[config.mk]
export PLATFORM = sky130hd
export DESIGN_NAME = memory_arbiter_flat
export DESIGN_NICKNAME = d
export VERILOG_FILES = /design/src/rtl/cpu_types_pkg.sv /design/src/rtl/memory_arbiter_if.sv /design/src/rtl/arb_timeout.sv /design/src/rtl/memory_arbiter.sv /design/src/flat_wrapper.sv
export SDC_FILE = /design/constraint.sdc
export NUM_CORES = 1
export LEC_CHECK = 0
export BUFFER_PORTS_ARGS = -buffer_cell sky130_fd_sc_hd__buf_2
export CAP_MARGIN = 10
export CORE_AREA = 2 2 103 105
export DETAILED_ROUTE_END_ITERATION = 8
export DIE_AREA = 0 0 105 107
export PLACE_DENSITY = 0.75
export SETUP_SLACK_MARGIN = 0.2
export SYNTH_ARGS = -nofsm -noshare
export SYNTH_HDL_FRONTEND = slang
export SYNTH_HIERARCHICAL = 1
export SYNTH_SLANG_ARGS = --single-unit
[constraint.sdc]
create_clock -name CLK -period 2.85 [get_ports CLK]
set_clock_uncertainty 0.1 [all_clocks]
set_input_delay 0.7125 -clock CLK [delete_from_list [all_inputs] [get_ports CLK]]
set_output_delay 0.7125 -clock CLK [all_outputs]
set_load 0.02 [all_outputs]
[src/rtl/cpu_types_pkg.sv]
// Shared CPU memory-side types: RAM handshake state, word type, arbiter FSM state
// and the latched RAM request payload.
package cpu_types_pkg;

    localparam int unsigned WORD_W = 32;

    typedef logic [WORD_W-1:0] word_t;

    typedef enum logic [1:0] {
        FREE   = 2'd0,
        BUSY   = 2'd1,
        ACCESS = 2'd2,
        ERROR  = 2'd3
    } ramstate_t;

    typedef enum logic [1:0] {
        IDLE = 2'd0,
        DACC = 2'd1,
        IACC = 2'd2
    } arb_state_t;

    typedef struct packed {
        word_t addr;
        word_t data;
        logic  ren;
        logic  wen;
    } ram_req_t;

endpackage

[src/rtl/memory_arbiter_if.sv]
// Request/response bundle between the datapath, the memory arbiter and the RAM port.
interface memory_arbiter_if;
    import cpu_types_pkg::*;

    logic      iREN;
    word_t     iaddr;
    logic      dREN;
    logic      dWEN;
    word_t     daddr;
    word_t     dstore;
    logic      iwait;
    logic      dwait;
    word_t     iload;
    word_t     dload;
    logic      ramREN;
    logic      ramWEN;
    word_t     ramaddr;
    word_t     ramstore;
    word_t     ramload;
    ramstate_t ramstate;
    logic      err;

    // Arbiter side: serves CPU requests and drives the RAM port.
    modport slave (
        input  iREN, iaddr, dREN, dWEN, daddr, dstore, ramload, ramstate,
        output iwait, dwait, iload, dload, ramREN, ramWEN, ramaddr, ramstore, err
    );

    // Environment side: CPU requesters plus the RAM model.
    modport master (
        output iREN, iaddr, dREN, dWEN, daddr, dstore, ramload, ramstate,
        input  iwait, dwait, iload, dload, ramREN, ramWEN, ramaddr, ramstore, err
    );

endinterface

[src/rtl/arb_timeout.sv]
// Access watchdog: counts cycles a granted RAM access has waited and flags expiry.
module arb_timeout #(
    parameter int unsigned TIMEOUT = 255
) (
    input  logic CLK,
    input  logic nRST,
    input  logic clear,
    input  logic enable,
    input  logic done,
    output logic expired
);

    localparam int unsigned CW = (TIMEOUT < 1) ? 1 : $clog2(TIMEOUT + 1);

    logic [CW-1:0] count;

    // Saturates at TIMEOUT so expiry holds until the access is retired.
    always_ff @(posedge CLK, negedge nRST) begin
        if (!nRST) begin
            count <= '0;
        end else if (clear) begin
            count <= '0;
        end else if (enable && !done && !expired) begin
            count <= count + CW'(1);
        end
    end

    assign expired = enable && (count == CW'(TIMEOUT));

endmodule

[src/rtl/memory_arbiter.sv]
// Single-port RAM arbiter between instruction fetch and data accesses.
// Optional ARB_RR_EN: alternate grants when both requesters contend (default: data priority).
module memory_arbiter
    import cpu_types_pkg::*;
#(
    parameter int unsigned TIMEOUT = 255
) (
    input  logic             CLK,
    input  logic             nRST,
    memory_arbiter_if.slave  bus
);

    arb_state_t state;
    ram_req_t   req;
    logic       err_q;

    logic dreq;
    logic pick_d;
    logic active;
    logic ram_term;
    logic expired;
    logic done;
    logic fault;

    assign dreq     = bus.dREN | bus.dWEN;
    assign active   = (state != IDLE);
    assign ram_term = (bus.ramstate == ACCESS) || (bus.ramstate == ERROR);
    assign done     = active && (ram_term || expired);
    // A late ACCESS on the expiry cycle still counts as a clean completion.
    assign fault    = active && ((bus.ramstate == ERROR) ||
                                 (expired && (bus.ramstate != ACCESS)));

`ifdef ARB_RR_EN
    logic last_d;

    // Remembers who was granted last so contention alternates.
    always_ff @(posedge CLK, negedge nRST) begin
        if (!nRST) begin
            last_d <= 1'b0;
        end else if (state == IDLE) begin
            if (pick_d) begin
                last_d <= 1'b1;
            end else if (bus.iREN) begin
                last_d <= 1'b0;
            end
        end
    end

    assign pick_d = dreq && !(bus.iREN && last_d);
`else
    assign pick_d = dreq;
`endif

    arb_timeout #(
        .TIMEOUT (TIMEOUT)
    ) u_timeout (
        .CLK     (CLK),
        .nRST    (nRST),
        .clear   (state == IDLE),
        .enable  (active),
        .done    (ram_term),
        .expired (expired)
    );

    // Grant FSM; RAM port is driven only from the latched request.
    always_ff @(posedge CLK, negedge nRST) begin
        if (!nRST) begin
            state <= IDLE;
            req   <= '0;
            err_q <= 1'b0;
        end else begin
            if (fault) begin
                err_q <= 1'b1;
            end
            unique case (state)
                IDLE: begin
                    if (pick_d) begin
                        state <= DACC;
                        req   <= '{addr: bus.daddr, data: bus.dstore,
                                   ren: ~bus.dWEN, wen: bus.dWEN};
                    end else if (bus.iREN) begin
                        state <= IACC;
                        req   <= '{addr: bus.iaddr, data: '0,
                                   ren: 1'b1, wen: 1'b0};
                    end
                end
                DACC, IACC: begin
                    if (done) begin
                        state   <= IDLE;
                        req.ren <= 1'b0;
                        req.wen <= 1'b0;
                    end
                end
                default: begin
                    state <= IDLE;
                end
            endcase
        end
    end

    assign bus.ramREN   = req.ren;
    assign bus.ramWEN   = req.wen;
    assign bus.ramaddr  = req.addr;
    assign bus.ramstore = req.data;
    assign bus.err      = err_q;

    // Wait lines track their request and drop only in the granted completion cycle.
    assign bus.iwait = bus.iREN && !((state == IACC) && done);
    assign bus.dwait = dreq     && !((state == DACC) && done);
    assign bus.iload = ((state == IACC) && done) ? bus.ramload : '0;
    assign bus.dload = ((state == DACC) && done) ? bus.ramload : '0;

endmodule

[src/flat_wrapper.sv]
// flat-port wrapper written by rule: the top's interface ports become plain ports
module memory_arbiter_flat import cpu_types_pkg::*;
#(
    parameter int unsigned TIMEOUT = 255
)
  (CLK, nRST, bus_iREN, bus_iaddr, bus_dREN, bus_dWEN, bus_daddr, bus_dstore, bus_ramload, bus_ramstate, bus_iwait, bus_dwait, bus_iload, bus_dload, bus_ramREN, bus_ramWEN, bus_ramaddr, bus_ramstore, bus_err);
  memory_arbiter_if bus_i ();
  input  logic CLK;
  input  logic nRST;
  input wire logic [$bits(bus_i.iREN)-1:0] bus_iREN;
  input wire logic [$bits(bus_i.iaddr)-1:0] bus_iaddr;
  input wire logic [$bits(bus_i.dREN)-1:0] bus_dREN;
  input wire logic [$bits(bus_i.dWEN)-1:0] bus_dWEN;
  input wire logic [$bits(bus_i.daddr)-1:0] bus_daddr;
  input wire logic [$bits(bus_i.dstore)-1:0] bus_dstore;
  input wire logic [$bits(bus_i.ramload)-1:0] bus_ramload;
  input wire logic [$bits(bus_i.ramstate)-1:0] bus_ramstate;
  output wire logic [$bits(bus_i.iwait)-1:0] bus_iwait;
  output wire logic [$bits(bus_i.dwait)-1:0] bus_dwait;
  output wire logic [$bits(bus_i.iload)-1:0] bus_iload;
  output wire logic [$bits(bus_i.dload)-1:0] bus_dload;
  output wire logic [$bits(bus_i.ramREN)-1:0] bus_ramREN;
  output wire logic [$bits(bus_i.ramWEN)-1:0] bus_ramWEN;
  output wire logic [$bits(bus_i.ramaddr)-1:0] bus_ramaddr;
  output wire logic [$bits(bus_i.ramstore)-1:0] bus_ramstore;
  output wire logic [$bits(bus_i.err)-1:0] bus_err;
  assign bus_i.iREN = bus_iREN;
  assign bus_i.iaddr = bus_iaddr;
  assign bus_i.dREN = bus_dREN;
  assign bus_i.dWEN = bus_dWEN;
  assign bus_i.daddr = bus_daddr;
  assign bus_i.dstore = bus_dstore;
  assign bus_i.ramload = bus_ramload;
  assign bus_i.ramstate = bus_ramstate;
  assign bus_iwait = bus_i.iwait;
  assign bus_dwait = bus_i.dwait;
  assign bus_iload = bus_i.iload;
  assign bus_dload = bus_i.dload;
  assign bus_ramREN = bus_i.ramREN;
  assign bus_ramWEN = bus_i.ramWEN;
  assign bus_ramaddr = bus_i.ramaddr;
  assign bus_ramstore = bus_i.ramstore;
  assign bus_err = bus_i.err;
  memory_arbiter #(.TIMEOUT(TIMEOUT)) u_core (.CLK(CLK), .nRST(nRST), .bus(bus_i));
endmodule
==> parameters.txt <==
Parameter                              Value

Outcome
  Result of the run    finished, violations left
  Violations in the final reports    setup timing

Layout
  Area of all placed cells without fillers    6710 µm²
  Ratio of cells with drive above 1 in the final layout    0.602
  Total number of nets in the final design    795
  Register area    1930 µm²
  Commonest non-fill, non-tap cell in the layout    sky130_fd_sc_hd__buf_2
  Total area of multi-input combinational cells    2020 µm²
  Final core utilization    0.665
  Commonest cells after routing, fill and taps aside    sky130_fd_sc_hd__buf_2 (200), sky130_fd_sc_hd__dfrtp_1 (77), sky130_fd_sc_hd__buf_6 (70), sky130_fd_sc_hd__and3_4 (46)
  Number of inserted filler cells in the final layout    791
  Area added between synthesis and finish    75.7%

Clocking
  TritonCTS clock tree    done
  Clock Tree Buf Depth    2
  Total clock buffers created by CTS    9
  CTS H-Tree Depth    3
  CTS root buf    sky130_fd_sc_hd__clkbuf_8
  Clock Latency Late Sink    0.34 ns
  Clock-pin slew on the worst setup and hold paths    0.08 ns
  Sink count of the clock tree    77

Placed design
  Placement-stage cell area    5430 µm²
  Routability cong.    0.845
  DPL Wire Length    8770 µm
  Count of buffers inserted at the top-level ports    267

Power
  Leak    3.41 nW
  Worst supply voltage drop on vdd    0.592 mV
  Power Dens Cells    862 nW/µm²

STA
  Smallest hold slack    0.212 ns
  Final-report setup violation count    62
  Period Utilization, post-route    1.04
  Highest achievable clock rate    0.338 GHz
  Fin. max-slew vios    0
  Setup TNS    -3.82 ns
  Tmin final    2.95 ns
  RSZ-0062 raised after global routing    true
  Max-slew headroom at the worst pin    0.550
  Hold Vio Cnt, Final    0
  Slack of the critical path    -0.105 ns
  Transition time at the pin with the least slew margin    0.658 ns

Critical path
  Critical Path AT    2.14 ns
  Crit Path Category    reg -> out
  Crit path required time    2.04 ns
  Critical path startpoint category    flip-flop
  Nature of the critical path endpoint    output port
  Worst Path Max Fanout    10

Die
  Floorplan die area    11,200 µm²
  DIE HEIGHT    107 µm
  Number of I/O pins    268
  Width of the chip    105 µm
  Core region area    10,100 µm²
  Initial Utilization    0.378
  Standard-cell rows    37

Routing
  DR WL/cell    17.6 µm
  Remaining antenna violation count    0
  Number of iterations in the first detailed-routing pass    4
  DRT Wirelength    14,100 µm
  Drt initial violations    156
  Routed via count    4,132
  Per-cell via count in the routed design    5.15
  DRC violations left    0

Worst hold path
  Hold Crit Class    in -> async

Yosys
  Cell area after technology mapping    3820 µm²
  Most instantiated flip-flop cell in the synthesis netlist    sky130_fd_sc_hd__dfrtp_1
  Count of flip-flops with a built-in enable after synthesis    0
  Number of synthesized register bits    77
  Syn. warnings    6
  Async set or reset register ratio after synthesis    1.00
  Post-synthesis cell count    367
  Number of library cell types mapped by synthesis    40
  Post-synth net total    506
  Share of the yosys chip area belonging to registers    0.505
  Synthesized area per cell    10.4 µm²

Global routing
  Total overflow reported by the global router    0
  Maximum number of pins on one net before global-route repair    97
  Number of global-route vias before repair    4,157
  Overall track demand over capacity in global routing    0.225
  Wire length of the first global-routing pass    20,100 µm
  Number of antenna violations at the first check in global routing    5

Run
  Max-capacitance violation count    0
power breakdown:
group	total, W	internal (W)	switching, W	leakage [nW]
registers	0.00182	0.00156	0.000259	0.956
clock network	0.000824	0.000407	0.000417	0.0954
logic	0.00314	0.00132	0.00182	2.36
total	0.00579	0.00329	0.00249	3.41
area by class of cell:
| cell class | count | share of cell area |
|---|---|---|
| diodes | 5 | 0.00186 |
| inverters | 8 | 0.00448 |
| multi-input cells | 249 | 0.301 |
| clock buffers | 9 | 0.0185 |
| well taps | 136 | 0.0254 |
| flip-flops and latches | 77 | 0.287 |
| repair buffers | 311 | 0.350 |
| clock inverters | 7 | 0.0114 |
synthesized netlist by cell type (2+ instances only):
cell type | count | share of area
sky130_fd_sc_hd__and2_1 | 2 | 0.0033
sky130_fd_sc_hd__dfrtp_1 | 77 | 0.50
sky130_fd_sc_hd__mux2i_1 | 35 | 0.092
sky130_fd_sc_hd__clkbuf_1 | 18 | 0.018
sky130_fd_sc_hd__o21bai_1 | 2 | 0.0039
sky130_fd_sc_hd__o21ai_0 | 32 | 0.042
sky130_fd_sc_hd__a21oi_1 | 5 | 0.0066
sky130_fd_sc_hd__and3_1 | 66 | 0.11
sky130_fd_sc_hd__xor2_1 | 3 | 0.0069
sky130_fd_sc_hd__nand2_1 | 35 | 0.034
sky130_fd_sc_hd__or3_1 | 2 | 0.0033
sky130_fd_sc_hd__inv_1 | 8 | 0.0079
sky130_fd_sc_hd__buf_2 | 4 | 0.0052
sky130_fd_sc_hd__a22o_1 | 33 | 0.076
sky130_fd_sc_hd__ha_1 | 4 | 0.013
sky130_fd_sc_hd__buf_6 | 2 | 0.0059
sky130_fd_sc_hd__nor2_1 | 9 | 0.0088
sky130_fd_sc_hd__buf_4 | 7 | 0.014
sky130_fd_sc_hd__o21ai_1 | 2 | 0.0026
through the flow:
stage	total power (W)	setup slack, ns	cells
global route	0.00614	-0.193	802
floorplan	0.00353	0.218	367
finish	0.00579	-0.105	802
detailed placement	0.00442	0.130	746
CTS	0.00565	-0.0495	790
global placement	0.00435	0.220	746
routing by layer:
metal / up-vias / part of all wire / global-route usage / wire length [µm]
met2: 215 / 0.51 / 0.404 / 7160
met5: - / 0 / 0 / 0
met3: 33 / 0.073 / 0.0505 / 1040
met1: 1960 / 0.37 / 0.249 / 5240
met4: 0 / 0.047 / 0.117 / 669
li1: 1924 / - / - / -
state kept, by name (all words and copies together) (netlist names):
register / cells
u_core/bus.err: 1
u_core/bus.ramREN: 1
u_core/bus.ramWEN: 1
u_core/bus.ramaddr: 32
u_core/bus.ramstore: 32
u_core/state: 2
u_core/u_timeout/count: 8
final timing paths:
kind                       slack [ns]                             endpoint  depth (start not counted)                               start
max                             -0.10                        bus_iload[13]                         12         u_core/state[0]$_DFFE_PN0P_
min                              0.21  u_core/bus.ramstore[30]$_DFFE_PN0P_                          1                                nRST
max reg2reg                      0.25        u_core/bus.ramREN$_DFFE_PN0P_                         18         u_core/state[0]$_DFFE_PN0P_
min reg2reg                      0.38   u_core/bus.ramaddr[27]$_DFFE_PN0P_                          2  u_core/bus.ramaddr[27]$_DFFE_PN0P_
max in group asynchronous        1.82   u_core/bus.ramaddr[29]$_DFFE_PN0P_                          2                                nRST
min in group CLK                 0.38   u_core/bus.ramaddr[27]$_DFFE_PN0P_                          2  u_core/bus.ramaddr[27]$_DFFE_PN0P_
worst max-delay path: stages, from the launching register on:
cell,delay [ns]
sky130_fd_sc_hd__dfrtp_1,0.38
sky130_fd_sc_hd__inv_2,0.06
sky130_fd_sc_hd__ha_4,0.16
sky130_fd_sc_hd__inv_2,0.06
sky130_fd_sc_hd__inv_2,0.04
sky130_fd_sc_hd__nor3_4,0.19
sky130_fd_sc_hd__nor2_2,0.07
sky130_fd_sc_hd__nor2_4,0.14
sky130_fd_sc_hd__buf_12,0.13
sky130_fd_sc_hd__buf_8,0.11
sky130_fd_sc_hd__clkbuf_16,0.15
sky130_fd_sc_hd__and3_1,0.17
sky130_fd_sc_hd__buf_4,0.14
what timing repair did:
item,CTS,global route
gates resized for setup,145,43
pin swaps,13,22
gates cloned,4,3
setup endpoints to repair,66,69
hold buffers,0,0
endpoints found under the hold margin,0,0
buffers inserted,24,4
logic make-up after synthesis:
family,count (synthesis),share of synthesized area
AOI/OAI and AO/OA,85,0.159
muxes,35,0.0917
DFF,77,0.505
buffers and inverters,41,0.0527
and+or+nand+nor,121,0.170
adders and majority gates,4,0.0131
xor gates and xnor gates,4,0.00918
No activity file was read; power rests on OpenSTA's default activity.
